### src/rtl/mem_arb_pkg.sv
// Shared encodings for the unified memory port arbiter: FSM states, owner codes, byte enables.
package mem_arb_pkg;

    typedef enum logic [1:0] {
        IDLE   = 2'b00,
        WAIT_I = 2'b01,
        WAIT_D = 2'b10
    } arb_state_e;

    localparam logic       OWN_I  = 1'b0;
    localparam logic       OWN_D  = 1'b1;
    localparam logic [3:0] BE_ALL = 4'hF;

endpackage

### src/rtl/mem_arb_streak.sv
// Saturating count of data grants issued while fetch waits; at_max forces the next contested grant to fetch.
// Updates one cycle after inc/clr; no handshake, clr wins over inc.
module mem_arb_streak
    import mem_arb_pkg::*;
#(
    parameter int MAX_D_STREAK = 4
) (
    input  logic clk,
    input  logic rst,
    input  logic inc,
    input  logic clr,
    output logic at_max
);

    localparam int               CNT_W = $clog2(MAX_D_STREAK + 1);
    localparam logic [CNT_W-1:0] MAX_V = CNT_W'(MAX_D_STREAK);

    logic [CNT_W-1:0] cnt_d;
    logic [CNT_W-1:0] cnt_q;

    always_comb begin
        cnt_d = cnt_q;
        if (clr) begin
            cnt_d = '0;
        end else if (inc && (cnt_q != MAX_V)) begin
            cnt_d = cnt_q + CNT_W'(1);
        end
    end

    always_ff @(posedge clk) begin
        if (rst) begin
            cnt_q <= '0;
        end else begin
            cnt_q <= cnt_d;
        end
    end

    assign at_max = (cnt_q == MAX_V);

endmodule

### src/rtl/mem_port_arbiter.sv
// Serialises fetch and data accesses onto one memory port; data wins unless fetch has been starved.
// Request to m_req 1 cycle, m_ack to x_ack 1 cycle; requesters stall until their ack pulse.
module mem_port_arbiter
    import mem_arb_pkg::*;
#(
    parameter int ADDR_W       = 32,
    parameter int DATA_W       = 32,
    parameter int MAX_D_STREAK = 4
) (
    input  logic              clk,
    input  logic              rst,
    input  logic              if_req,
    input  logic [ADDR_W-1:0] if_addr,
    output logic              if_ack,
    output logic [DATA_W-1:0] if_rdata,
    input  logic              d_rd,
    input  logic              d_wr,
    input  logic [ADDR_W-1:0] d_addr,
    input  logic [DATA_W-1:0] d_wdata,
    input  logic [3:0]        d_be,
    output logic              d_ack,
    output logic [DATA_W-1:0] d_rdata,
    output logic              m_req,
    output logic              m_we,
    output logic [ADDR_W-1:0] m_addr,
    output logic [DATA_W-1:0] m_wdata,
    output logic [3:0]        m_be,
    input  logic              m_ack,
    input  logic [DATA_W-1:0] m_rdata,
    output logic              busy,
    output logic              owner_d
);

    arb_state_e        state_d, state_q;
    logic              m_req_d, m_req_q;
    logic              m_we_d, m_we_q;
    logic [ADDR_W-1:0] m_addr_d, m_addr_q;
    logic [DATA_W-1:0] m_wdata_d, m_wdata_q;
    logic [3:0]        m_be_d, m_be_q;
    logic              if_ack_d, if_ack_q;
    logic              d_ack_d, d_ack_q;
    logic              owner_d_d, owner_d_q;
    logic [DATA_W-1:0] if_rdata_d, if_rdata_q;
    logic [DATA_W-1:0] d_rdata_d, d_rdata_q;

    logic d_req, if_elig, d_elig, grant_d, grant_i, streak_max;

    // A request line still high during its own ack cycle belongs to the finished access.
    assign d_req   = d_rd | d_wr;
    assign if_elig = if_req & ~if_ack_q;
    assign d_elig  = d_req & ~d_ack_q;
    assign grant_d = (state_q == IDLE) & d_elig & ~(if_elig & streak_max);
    assign grant_i = (state_q == IDLE) & if_elig & ~grant_d;

    mem_arb_streak #(
        .MAX_D_STREAK (MAX_D_STREAK)
    ) u_streak (
        .clk    (clk),
        .rst    (rst),
        .inc    (grant_d & if_req),
        .clr    (grant_i | (grant_d & ~if_req)),
        .at_max (streak_max)
    );

    always_comb begin
        state_d    = state_q;
        m_req_d    = m_req_q;
        m_we_d     = m_we_q;
        m_addr_d   = m_addr_q;
        m_wdata_d  = m_wdata_q;
        m_be_d     = m_be_q;
        owner_d_d  = owner_d_q;
        if_rdata_d = if_rdata_q;
        d_rdata_d  = d_rdata_q;
        if_ack_d   = 1'b0;
        d_ack_d    = 1'b0;
        case (state_q)
            IDLE: begin
                if (grant_d) begin
                    state_d   = WAIT_D;
                    m_req_d   = 1'b1;
                    m_we_d    = d_wr;
                    m_addr_d  = d_addr;
                    m_wdata_d = d_wdata;
                    m_be_d    = d_wr ? d_be : BE_ALL;
                    owner_d_d = OWN_D;
                end else if (grant_i) begin
                    state_d   = WAIT_I;
                    m_req_d   = 1'b1;
                    m_we_d    = 1'b0;
                    m_addr_d  = if_addr;
                    m_wdata_d = '0;
                    m_be_d    = BE_ALL;
                    owner_d_d = OWN_I;
                end
            end
            WAIT_I: begin
                if (m_ack) begin
                    state_d    = IDLE;
                    m_req_d    = 1'b0;
                    if_rdata_d = m_rdata;
                    if_ack_d   = 1'b1;
                end
            end
            WAIT_D: begin
                if (m_ack) begin
                    state_d = IDLE;
                    m_req_d = 1'b0;
                    d_ack_d = 1'b1;
                    if (!m_we_q) begin
                        d_rdata_d = m_rdata;
                    end
                end
            end
            default: begin
                state_d = IDLE;
                m_req_d = 1'b0;
            end
        endcase
    end

    always_ff @(posedge clk) begin
        if (rst) begin
            state_q    <= IDLE;
            m_req_q    <= 1'b0;
            m_we_q     <= 1'b0;
            m_addr_q   <= '0;
            m_wdata_q  <= '0;
            m_be_q     <= '0;
            owner_d_q  <= 1'b0;
            if_rdata_q <= '0;
            d_rdata_q  <= '0;
            if_ack_q   <= 1'b0;
            d_ack_q    <= 1'b0;
        end else begin
            state_q    <= state_d;
            m_req_q    <= m_req_d;
            m_we_q     <= m_we_d;
            m_addr_q   <= m_addr_d;
            m_wdata_q  <= m_wdata_d;
            m_be_q     <= m_be_d;
            owner_d_q  <= owner_d_d;
            if_rdata_q <= if_rdata_d;
            d_rdata_q  <= d_rdata_d;
            if_ack_q   <= if_ack_d;
            d_ack_q    <= d_ack_d;
        end
    end

    assign m_req    = m_req_q;
    assign m_we     = m_we_q;
    assign m_addr   = m_addr_q;
    assign m_wdata  = m_wdata_q;
    assign m_be     = m_be_q;
    assign if_ack   = if_ack_q;
    assign d_ack    = d_ack_q;
    assign if_rdata = if_rdata_q;
    assign d_rdata  = d_rdata_q;
    assign owner_d  = owner_d_q;
    assign busy     = (state_q != IDLE);

endmodule

### config.mk
export PLATFORM = sky130hd
export DESIGN_NAME = mem_port_arbiter
export DESIGN_NICKNAME = d
export VERILOG_FILES = /design/src/rtl/mem_arb_pkg.sv /design/src/rtl/mem_arb_streak.sv /design/src/rtl/mem_port_arbiter.sv
export SDC_FILE = /design/constraint.sdc
export NUM_CORES = 1
export LEC_CHECK = 0
export ABC_AREA = 1
export BUFFER_PORTS_ARGS = -buffer_cell sky130_fd_sc_hd__buf_2
export CORE_UTILIZATION = 41
export DETAILED_ROUTE_END_ITERATION = 6
export PLACE_DENSITY_LB_ADDON = 0.25
export SETUP_SLACK_MARGIN = 0.02
export SYNTH_ARGS = -nofsm -noshare
export SYNTH_HDL_FRONTEND = slang
export SYNTH_HIERARCHICAL = 1
export SYNTH_SLANG_ARGS = --single-unit
### constraint.sdc
create_clock -name clk -period 1.9 [get_ports clk]
set_clock_uncertainty 0.1 [all_clocks]
set_input_delay 0.38 -clock clk [delete_from_list [all_inputs] [get_ports clk]]
set_output_delay 0.38 -clock clk [all_outputs]
set_load 0.02 [all_outputs]
==> flow_metrics.tcl, run 1 <==
set metrics [dict create \
    num_rows 41 \
    synth-seq-area-share_pct 51.6 \
    clk_latency_ns 0.42 \
    final_cell_area_mm2 0.00805 \
    cts.sinks 142 \
    hold_viol_final 0 \
    synth.cell_area_mm2 0.00551 \
    worst_ep_arrival_time_ns 2.07 \
    track_usage_pct 23.2 \
    numPortBuffers 275 \
    grt_antenna_before_repair 1 \
    dr.pass1.iters 5 \
    viasPerCell 4.82 \
    outcome "finished clean" \
    synth_cell_type_count 19 \
    syn_area_per_cell_um2 7.29 \
    finalNetCount 1173 \
    powerDensity_mw_per_mm2 1360 \
    grt_pass1_wl_um 26000 \
    synth_top_area_cell "dfxtp_1" \
    initial_utilization_pct 42.8 \
    period_needed_ns 1.87 \
    io_pins 276 \
    die_area_mm2 0.0139 \
    core_area_mm2 0.0129 \
    cts_max_path_buffers 2 \
    crit_chain "inv_1, ha_2, inv_2, nor2_4, nand3_4, buf_16, a21oi_1, nor2_2, nand2_1, nor2_1" \
    num_vias 5861 \
    syn_to_final_growth_pct 46.1 \
    slew_viol_final 0 \
    grt_pass1_vias 5361 \
    drt_iter0_drc 377 \
    dieWidth_um 118 \
    hpwlAfterDp_um 10800 \
    crit_path_end_kind "flip-flop" \
    cts_tree "yes" \
    worstHoldPathType "input port to flip-flop" \
    tns_ns 0 \
    rsz0062_at_grt "yes" \
    n_fill_cell 1166 \
    final_util_pct 62.5 \
    grt_max_degree 101 \
    setup_violations 0 \
    cp_slowest_cell "dfxtp_1" \
    max_freq_mhz 536 \
    slew_headroom_pct 75.0 \
    cts_buffers 17 \
    worst_pin_slew_ns 0.375 \
    maxCapViolCount 0 \
    crit_fanout 14 \
    finalCritPeriodShare_pct 98.2 \
    path_clk_slew_ns 0.06 \
    ant_nets 0 \
    peakVddDrop_mv 1.03 \
    p_leak_nw 4.17 \
    drive_above_1_share_pct 34.1 \
    die_h_um 118 \
    syn-num-nets 899 \
    grt-ovfl-total 0 \
    cp.required_ns 2.11 \
    place_area_mm2 0.00707 \
    cts.htree.levels 4 \
    cp_slowest_stage_delay_ns 0.33 \
    ys_warn_count 6 \
    synth_top_area_share_pct 51.6 \
    startpoint_type "flip-flop" \
    postRouteWirelength_um 17400 \
    globalplace.congestion 0.781 \
    wl_per_cell_um 14.3 \
    synthTopCellsByArea "dfxtp_1 (52%), nor2_1 (10%), nand2_1 (10%), o21ai_0 (8.8%), a21oi_1 (6.5%)" \
    drc 0 \
    synth_seq_cells 142 \
    finalPower_w 0.0110 \
    critPathKind "flip-flop to flip-flop" \
    cp_top_family "simple AND/OR/NAND/NOR gates" \
    critPathBufInv 3 \
    netlist_instances 756 \
    root_buffer "clkbuf_16" \
]
[what timing repair did]
action                     in CTS  in global routing
pin swaps                       0                  6
hold buffers                    0                  0
buffers inserted                0                  6
gates cloned                    0                  9
resized for setup               0                 25
setup endpoints to repair       4                 74
[cell usage in the layout (no fill, tap or decap), types with 2 or more instances in the layout]
| cell type | count |
|---|---|
| nand2_2 | 2 |
| inv_6 | 2 |
| buf_2 | 275 |
| clkinvlp_4 | 2 |
| a21oi_1 | 70 |
| buf_6 | 4 |
| inv_2 | 2 |
| inv_1 | 48 |
| nor2_1 | 145 |
| ha_2 | 2 |
| nand3_1 | 37 |
| dfxtp_2 | 2 |
| clkbuf_16 | 24 |
| o21ai_1 | 4 |
| bufinv_16 | 4 |
| buf_4 | 13 |
| a21oi_2 | 2 |
| dfxtp_1 | 140 |
| nor2_4 | 2 |
| nor2_2 | 2 |
| o21ai_0 | 96 |
| nand2_1 | 144 |
| buf_12 | 6 |
| ha_1 | 3 |
| clkinv_4 | 5 |
[cell type report]
class,count,area (um^2),area share [%]
Inverter,51,204,2.53
Antenna cell,1,2.50,0.0311
Sequential cell,142,2850,35.4
Clock buffer,17,425,5.29
Clock inverter,15,213,2.64
Timing Repair Buffer,306,1840,22.9
Multi-Input combinational cell,512,2300,28.6
Tap cell,172,215,2.67
[power by group]
group	switching (W)	internal [W]	total [W]
sequential	0.000235	0.00349	0.00372
clock	0.00135	0.00222	0.00357
combinational	0.00230	0.00137	0.00367
[final timing paths]
| check | start | end | slack [ns] | depth (start not counted) |
|---|---|---|---|---|
| setup reg to reg | state_q[0] | u_streak/cnt_q[0] | 0.03 | 10 |
| hold reg to reg | owner_d | owner_d | 0.37 | 2 |
| setup / recovery | state_q[0] | u_streak/cnt_q[0] | 0.03 | 10 |
| hold / removal | d_be[2] | m_be[2] | 0.09 | 3 |
[synth_stat cells]
library cell	number
nand3_2	1
inv_1	48
dfxtp_1	142
nor2_1	148
nor2_2	1
nand2_1	146
clkinv_1	1
inv_2	2
nand3_1	38
nand2_2	1
a21oi_1	72
buf_6	2
buf_2	10
buf_4	4
o21ai_0	97
clkbuf_1	33
ha_1	5
buf_1	2
o21ai_1	3
[kinds of logic after synthesis]
logic type	share of synthesized area, %
AO/OA/AOI/OAI	15.6
flip-flops	51.6
adder cells (fa/ha/maj)	1.14
AND/OR/NAND/NOR	23.9
buffers and inverters	7.72
[layer usage]
metal	vias up	share of wire, %	global-route usage [%]
li1	2958	-	-
met1	2647	43	27.8
met2	232	48	38.4
met3	24	7.5	7.36
met4	0	1.9	8.73
met5	-	0	0
[sequential cells by signal, indices dropped and copies added, names as in the netlist, 2 cells and up]
name,flops
d_rdata,32
if_rdata,32
m_addr,32
m_wdata,32
m_be,4
u_streak/cnt_q,3
state_q,2
[worst register-to-register path: cells and delay by family, from the launching register on]
kind / cells / cell delay, ns
DFF: 1 / 0.33
AOI/OAI and AO/OA: 1 / 0.17
adders and majority gates: 1 / 0.21
buffers and inverters: 3 / 0.39
and+or+nand+nor: 5 / 0.56
[metrics by stage]
stage | setup WS (ns) | hold slack, ns | cells
after global routing | -0.0559 | 0.0849 | 1216
final | 0.0335 | 0.0878 | 1216
after floorplan | 0.0330 | 0.356 | 756
after global placement | 0.0752 | 0.347 | 1168
after detailed placement | 0.0151 | 0.355 | 1168
after CTS | 0.000336 | 0.0703 | 1200
Note: power is estimated with default switching activity, not from simulation.
==> inputs of run 2 (changes only) <==
--- a/config.mk
+++ b/config.mk
@@ -7,7 +7,7 @@
 export LEC_CHECK = 0
 export ABC_AREA = 1
 export BUFFER_PORTS_ARGS = -buffer_cell sky130_fd_sc_hd__buf_2
-export CORE_UTILIZATION = 41
+export CORE_UTILIZATION = 49
 export DETAILED_ROUTE_END_ITERATION = 6
 export PLACE_DENSITY_LB_ADDON = 0.25
 export SETUP_SLACK_MARGIN = 0.02
==> constraint.sdc (replaced) <==
create_clock -name clk -period 2.25 [get_ports clk]
set_clock_uncertainty 0.1 [all_clocks]
set_input_delay 0.45 -clock clk [delete_from_list [all_inputs] [get_ports clk]]
set_output_delay 0.45 -clock clk [all_outputs]
set_load 0.02 [all_outputs]
==> run 2 against run 1 <==
- sequential power shrank 16%
- combinational power shrank 31%
- final cell count shrank 4.1%
- largest cell class unchanged
- highest routed layer unchanged
==> flow_metrics.tcl, run 2 (same netlist as run 1, synthesis figures left out) <==
set metrics [dict create \
    outcome "finished clean" \
    dp.cells 1133 \
    crit_fanout 3 \
    crit_path_end_kind "output pin" \
    ant_nets 0 \
    rsz0062_at_grt "no" \
    hold_viol_final 0 \
    finalNetCount 1155 \
    holdPathEnd "m_be[1]" \
    dieWidth_um 108 \
    grt_pass1_wl_um 24300 \
    drive_above_1_share_pct 32.0 \
    critPathKind "flip-flop to output pin" \
    cp_slowest_stage_delay_ns 0.35 \
    peakVddDrop_mv 0.648 \
    path_clk_slew_ns 0.06 \
    powerDensity_mw_per_mm2 1120 \
    hpwlAfterDp_um 10600 \
    die_area_mm2 0.0117 \
    reg2regPathDepth 12 \
    maxCapViolCount 0 \
    root_buffer "clkbuf_8" \
    clk_latency_ns 0.53 \
    crit_chain "inv_1, ha_1, inv_2, buf_2" \
    cts_max_path_buffers 2 \
    drc 0 \
    max_freq_mhz 501 \
    period_needed_ns 2.00 \
    finalCritPeriodShare_pct 88.7 \
    num_vias 5649 \
    cts.sinks 142 \
    viasPerCell 4.84 \
    cp_slowest_cell "dfxtp_1" \
    post_cts_buffers 0 \
    holdPathStages 3 \
    cts.htree.levels 4 \
    startpoint_type "flip-flop" \
    worstReg2RegStart "u_streak/cnt_q[0]" \
    grt_pass1_vias 5303 \
    cts_tree "yes" \
    met2_length_um 7290 \
    met3WireLength_um 1140 \
    r2r_end "m_addr[20]" \
    grt-ovfl-total 0 \
    cts_buffers 17 \
    numPortBuffers 275 \
    n_fill_cell 951 \
    wl_per_cell_um 13.0 \
    grt_max_degree 66 \
    die_h_um 108 \
    cp_top_family "flip-flops" \
    slew_headroom_pct 29.3 \
    p_leak_nw 3.97 \
    globalplace.congestion 0.781 \
    layout_commonest_cell "buf_2" \
    final_util_pct 69.4 \
    worstHoldStart "d_be[1]" \
    worst_pin_slew_ns 1.06 \
    ctsResizeCount 0 \
    layout_common_cells "buf_2 (275), nor2_1 (147), nand2_1 (145), dfxtp_1 (142), o21ai_0 (97)" \
    syn_to_final_growth_pct 37.2 \
    rrSetupSlack_ns 0.26 \
    cp.required_ns 1.70 \
    grt_antenna_before_repair 1 \
    worstHoldPathType "input port to flip-flop" \
    tns_ns 0 \
    critPathBufInv 3 \
    num_rows 38 \
    core_area_mm2 0.0109 \
    io_pins 276 \
    stdcell_count 1166 \
    dr.pass1.iters 4 \
    postCtsHoldBufs 0 \
    slew_viol_final 0 \
    track_usage_pct 26.6 \
    postRouteWirelength_um 15200 \
    setup_violations 0 \
    wirelength_met1_um 6250 \
    worst_ep_arrival_time_ns 1.45 \
    drt_iter0_drc 359 \
    highest_layer "met4" \
    initial_utilization_pct 50.6 \
]
[run 2: where the power goes]
group,switching (W),internal (W)
logic,0.00170,0.000817
registers,0.000194,0.00294
clock network,0.00104,0.00175
[run 2: worst max-delay path by stage]
stage / slack [ns] / depth (start not counted) / to / start
3_5_place_dp: 0.32 / 12 / m_addr[24] / u_streak/cnt_q[0]
2_1_floorplan: 0.32 / 12 / u_streak/cnt_q[0] / u_streak/cnt_q[0]
3_3_place_gp: 0.36 / 11 / u_streak/cnt_q[1] / u_streak/cnt_q[0]
6_report: 0.25 / 4 / busy / state_q[0]
4_1_cts: 0.22 / 4 / busy / state_q[0]
5_1_grt: 0.06 / 12 / m_addr[29] / u_streak/cnt_q[0]
[run 2: worst reg2reg max path, cell delays in order (launching register included)]
cell and delay [ns]:
dfxtp_1 0.38, inv_1 0.06, ha_1 0.21, nand2_2 0.11
inv_1 0.05, nand3_1 0.09, nand3_2 0.13, inv_2 0.09
buf_4 0.32, nand2_1 0.11, nand2_1 0.07, inv_1 0.04
a21oi_1 0.16
[run 2: cell type report]
cell class | count | area, um^2 | share of cell area, %
antenna | 1 | 2.50 | 0.0331
inverter | 51 | 191 | 2.53
clock inverter | 9 | 106 | 1.41
clock buffer | 23 | 497 | 6.57
timing repair buffer | 288 | 1500 | 19.8
sequential | 142 | 2840 | 37.6
multi-input combinational | 512 | 2240 | 29.7
tap | 140 | 175 | 2.32
[run 2: per-stage QoR]
stage / hold slack (ns) / cell area (um^2) / power, W / setup WS [ns]
after floorplan: 0.356 / 5510 / 0.00488 / 0.319
after global placement: 0.352 / 6950 / 0.00567 / 0.358
after detailed placement: 0.363 / 6950 / 0.00571 / 0.316
after CTS: 0.0270 / 7560 / 0.00853 / 0.217
after global routing: 0.0430 / 7560 / 0.00893 / 0.0598
final: 0.0478 / 7560 / 0.00845 / 0.254
[run 2: metal layers]
layer | track usage [%] | vias up
met5 | 0 | -
met2 | 45.1 | 199
li1 | - | 2925
met3 | 8.32 | 43
met1 | 29.8 | 2482
met4 | 14.2 | 0
